## config.mk

```make
export PLATFORM = sky130hd
export DESIGN_NAME = inst_prefetch_unit
export DESIGN_NICKNAME = d
export VERILOG_FILES = /design/src/rtl/inst_prefetch_unit.sv
export SDC_FILE = /design/constraint.sdc
export NUM_CORES = 1
export LEC_CHECK = 0
export BUFFER_PORTS_ARGS = -buffer_cell sky130_fd_sc_hd__buf_2
export CAP_MARGIN = 20
export CORE_MARGIN = 5
export CORE_UTILIZATION = 54
export CTS_BUF_LIST = sky130_fd_sc_hd__clkbuf_8
export DETAILED_ROUTE_END_ITERATION = 6
export PLACE_DENSITY_LB_ADDON = 0.08
export SYNTH_ARGS = -nofsm -noshare
export SYNTH_HDL_FRONTEND = slang
export SYNTH_SLANG_ARGS = --single-unit
```

## constraint.sdc

```tcl
create_clock -name clk -period 3 [get_ports clk]
set_input_delay 0.6 -clock clk [delete_from_list [all_inputs] [get_ports clk]]
set_output_delay 0.6 -clock clk [all_outputs]
set_load 0.05 [all_outputs]
```

## src/rtl/inst_prefetch_unit.sv

```systemverilog
// Instruction prefetch unit: credit-limited fetch into a DEPTH-entry FIFO, with redirect flush of stale responses.
// Optional performance counters are enabled by defining PREFETCH_PERF_EN.
module inst_prefetch_unit #(
    parameter int          DEPTH    = 4,
    parameter logic [31:0] RESET_PC = 32'h0000_0000
) (
    input  logic        clk,
    input  logic        rst,
    input  logic        redirect,
    input  logic [31:0] redirect_pc,
    output logic        mem_req_valid,
    input  logic        mem_req_ready,
    output logic [31:0] mem_addr,
    input  logic        mem_rsp_valid,
    input  logic [31:0] mem_rsp_data,
    output logic        inst_valid,
    input  logic        inst_ready,
    output logic [31:0] inst_data,
    output logic [31:0] inst_pc,
    output logic [31:0] inst_pc4
`ifdef PREFETCH_PERF_EN
    ,
    output logic [31:0] perf_fetched,
    output logic [31:0] perf_flushes
`endif
);

    localparam int PW = (DEPTH > 1) ? $clog2(DEPTH) : 1;
    localparam int CW = $clog2(DEPTH + 1);

    typedef enum logic {
        FETCH,
        FLUSH
    } state_t;

    state_t          state, state_nxt;
    logic [31:0]     fetch_pc;
    logic [CW-1:0]   outstanding;
    logic [CW-1:0]   occupancy;
    logic [CW-1:0]   drop_count;
    logic [PW-1:0]   rd_ptr, wr_ptr;
    logic [31:0]     pc_mem   [DEPTH];
    logic [31:0]     data_mem [DEPTH];

    logic            credit;
    logic            req_acc;
    logic            push;
    logic            pop;
    logic [CW-1:0]   in_flight;
    logic [CW-1:0]   redir_drop;
    logic [31:0]     rsp_pc;
    logic            unused_pc_lsb;

    // Low address bits of a redirect target are forced to a word boundary.
    assign unused_pc_lsb = ^redirect_pc[1:0];

    always_comb begin
        state_nxt     = state;
        credit        = ({1'b0, outstanding} + {1'b0, occupancy}) < (CW+1)'(DEPTH);
        mem_req_valid = rst && (state == FETCH) && credit;
        req_acc       = mem_req_valid && mem_req_ready;
        push          = (state == FETCH) && mem_rsp_valid && !redirect;
        pop           = inst_valid && inst_ready && !redirect;
        // Requests still owed a response: live ones in FETCH, stale ones in FLUSH.
        in_flight     = (state == FETCH) ? outstanding : drop_count;
        redir_drop    = in_flight - CW'(mem_rsp_valid) + CW'(req_acc);
        // Responses return in order, so the oldest outstanding request sits outstanding*4 behind fetch_pc.
        rsp_pc        = fetch_pc - (32'(outstanding) << 2);

        if (redirect) begin
            state_nxt = (redir_drop != '0) ? FLUSH : FETCH;
        end else if (state == FLUSH) begin
            if ((drop_count == '0) || ((drop_count == CW'(1)) && mem_rsp_valid)) begin
                state_nxt = FETCH;
            end
        end
    end

    always_ff @(posedge clk or negedge rst) begin
        if (!rst) begin
            state       <= FETCH;
            fetch_pc    <= RESET_PC;
            outstanding <= '0;
            occupancy   <= '0;
            drop_count  <= '0;
            rd_ptr      <= '0;
            wr_ptr      <= '0;
        end else begin
            state <= state_nxt;
            if (redirect) begin
                fetch_pc    <= {redirect_pc[31:2], 2'b00};
                outstanding <= '0;
                occupancy   <= '0;
                drop_count  <= redir_drop;
                rd_ptr      <= '0;
                wr_ptr      <= '0;
            end else begin
                if (req_acc) begin
                    fetch_pc <= fetch_pc + 32'd4;
                end
                if (state == FETCH) begin
                    outstanding <= outstanding + CW'(req_acc) - CW'(mem_rsp_valid);
                end else if (mem_rsp_valid && (drop_count != '0)) begin
                    drop_count <= drop_count - CW'(1);
                end
                if (push) begin
                    wr_ptr <= wr_ptr + PW'(1);
                end
                if (pop) begin
                    rd_ptr <= rd_ptr + PW'(1);
                end
                occupancy <= occupancy + CW'(push) - CW'(pop);
            end
        end
    end

    always_ff @(posedge clk) begin
        if (push) begin
            pc_mem[wr_ptr]   <= rsp_pc;
            data_mem[wr_ptr] <= mem_rsp_data;
        end
    end

    assign inst_valid = (occupancy != '0);
    assign mem_addr   = fetch_pc;
    assign inst_data  = inst_valid ? data_mem[rd_ptr] : '0;
    assign inst_pc    = inst_valid ? pc_mem[rd_ptr] : '0;
    assign inst_pc4   = inst_valid ? (pc_mem[rd_ptr] + 32'd4) : '0;

`ifdef PREFETCH_PERF_EN
    always_ff @(posedge clk or negedge rst) begin
        if (!rst) begin
            perf_fetched <= '0;
            perf_flushes <= '0;
        end else begin
            perf_fetched <= perf_fetched + 32'(push);
            perf_flushes <= perf_flushes + 32'(redirect);
        end
    end
`endif

endmodule

```

==> impl_metrics.tcl <==
set metrics [dict create \
    fin_crit_ns 3.74 \
    worst_slew_pin_slew_ns 0.581 \
    postRouteAntennaNets 0 \
    fmax_mhz 268 \
    nFillCells 1756 \
    synth_top_area_share_pct 54.8 \
    antenna_found_initial 0 \
    drc_errors 0 \
    power_mw 16.4 \
    critPathKind "reg2out" \
    cts_tree "built" \
    violations "setup timing" \
    grt_usage_pct 22.1 \
    cts_sinks 292 \
    cp_slowest_cell "dfrtp_4" \
    synthFlopType "edfxtp_1" \
    fin_hold_ws_ns 0.218 \
    postPlaceCellArea_um2 15700 \
    rsz0062_at_grt "true" \
    cts_buffer_depth 3 \
    async_flop_share_pct 15.1 \
    vias_per_cell 5.47 \
    max_slew_margin_pct 61.3 \
    clk_latency_ns 0.54 \
    yosysUniqueCellTypes 52 \
    peakVddDrop_v 0.000683 \
    core_um2 25000 \
    p_leak_nw 6.75 \
    setup_viol 47 \
    end_kind "primary output" \
    overflow 0 \
    rows 58 \
    drt_wl_total_um 31700 \
    path_delay_family "simple AND/OR/NAND/NOR gates" \
    dp_hpwl_um 20900 \
    postSynthCellCount 923 \
    hold_violations 0 \
    arrival_ns 3.14 \
    worstPathMaxFanout 8 \
    yosysSeqAreaShare_pct 62.9 \
    cap_violations 0 \
    cts.clk_slew.worst_paths_ns 0.06 \
    synth_common_cells "edfxtp_1, and2_1, mux4_2" \
    drive_gt1_share_pct 42.7 \
    crit_chain "buf_8 -> buf_6 -> mux4_2 -> nand2_1 -> or3_4 -> buf_6 -> or4_4 -> a21oi_4 -> buf_6" \
    grt_pass1_vias 9281 \
    fin_area_um2 17700 \
    gp_congestion 0.799 \
    n_antenna_cell 0 \
    ys.warnings.count 0 \
    wl_per_cell_um 19.7 \
    grt_max_degree 66 \
    drv_slew 0 \
    utilization_pct 71.0 \
    worstPathRequired_ns 2.40 \
    syn_area_per_cell_um2 14.7 \
    dp.cells 1490 \
    clockRootBuffer "clkbuf_8" \
    area_growth_syn_to_layout_pct 30.4 \
    fin_nets 1338 \
    fin_worst_skew_ns 0.0180 \
    drt_iter0_drc 647 \
    period_share_pct 125 \
    status "finished, violations left" \
    initial_core_util_pct 54.5 \
    cts_buffers 46 \
    yosysTopAreaCell "edfxtp_1" \
    dieArea_um2 28500 \
    synth_area_um2 13600 \
    cpPeakStageDelay_ns 0.52 \
    fin_cells 1605 \
    die_height_um 169 \
    yosys_register_bits 292 \
    grt_pass1_wl_um 50000 \
    critPathBufInv 4 \
    cts_hold_buf 0 \
    setup_slack_ns -0.737 \
    multiInputGateArea_um2 5120 \
    numPortBuffers 191 \
    die_w_um 169 \
    htree_levels 2 \
    worst_setup_path_start_kind "register" \
    io_pins 200 \
    synth-edff-count 248 \
    cp_common_cell "buf_6" \
    p_per_area_nw_per_um2 922 \
    num_vias 8776 \
    drtPass1Iterations 5 \
    min_path_type "in2async" \
    synthTopCellsByArea "edfxtp_1, mux4_2, dfrtp_1" \
    yosysMostFrequentCell "edfxtp_1" \
    regArea_um2 8550 \
]
timing repair:
action	CTS	global route
resized for setup	186	82
gates cloned	1	4
pin swaps	32	20
endpoints found under the setup margin	75	86
buffers inserted	24	11
area by class of cell:
cell class	count	area share [%]
flip-flops and latches	292	48.2
multi-input cells	550	28.9
repair buffers	327	15.3
clock buffers	47	3.65
well taps	330	2.33
clock inverters	32	1.07
inverters	27	0.571
sequential cells by signal (all words and copies together), names as in the netlist:
name         count
outstanding      3
wr_ptr           2
occupancy        3
drop_count       3
pc_mem         120
data_mem       128
state            1
mem_addr        30
rd_ptr           2
where the power goes:
part	switching [mW]	internal, mW	total (mW)
clock network	1.47	1.63	3.09
logic	5.03	3.23	8.26
registers	0.204	4.79	5.00
total	6.70	9.65	16.4
logic make-up after synthesis:
group                    count (synthesis)  synth area share, %
AND/OR/NAND/NOR                        307                 12.7
flip-flops                             292                 62.9
buffers and inverters                   86                 3.05
multiplexers                            77                 11.7
XOR/XNOR                                69                 4.44
AO/OA/AOI/OAI                           67                 2.76
adder cells (fa/ha/maj)                 24                 2.43
other                                    1               0.0276
layout by cell type, fill, tap and decap left out, drive strengths merged, types with 21 or more instances in the layout:
cell / n
xnor2: 40
o21ai: 37
nand3: 22
dfrtp: 44
xor2: 29
edfxtp: 248
mux4: 62
nand2: 52
nor2: 50
buf: 324
inv: 37
clkbuf: 50
and2: 66
nor4: 21
routing by layer:
layer | share of wire (%) | GRT usage [%] | vias to the layer above
li1 | - | - | 4111
met1 | 44 | 31.8 | 4341
met2 | 48 | 35.5 | 272
met3 | 5.5 | 4.06 | 52
met4 | 1.9 | 5.12 | 0
met5 | 0 | 0 | -
per-stage QoR:
step | setup WS, ns | setup TNS (ns)
6_report | -0.737 | -18.65
5_1_grt | -0.856 | -25.83
4_1_cts | -0.774 | -20.30
3_5_place_dp | -0.406 | -4.77
3_3_place_gp | -0.424 | -4.42
2_1_floorplan | -0.0625 | -0.0625
path summary, 6_finish.rpt:
kind | start | end | slack [ns] | cells past startpoint
max | rd_ptr[0]$_DFFE_PN0P_ | inst_pc4[25] | -0.74 | 9
min | rst | mem_addr[4]$_DFFE_PN0N_ | 0.22 | 2
max reg2reg | occupancy[2]$_DFF_PN0_ | outstanding[2]$_DFFE_PN0P_ | 0.26 | 11
min reg2reg | wr_ptr[1]$_DFFE_PN0P_ | wr_ptr[1]$_DFFE_PN0P_ | 0.59 | 2
max in group asynchronous | rst | rd_ptr[0]$_DFFE_PN0P_ | 2.35 | 2
min in group clk | redirect_pc[19] | mem_addr[19]$_DFFE_PN0N_ | 0.26 | 3
(Power assumes the default switching activity.)
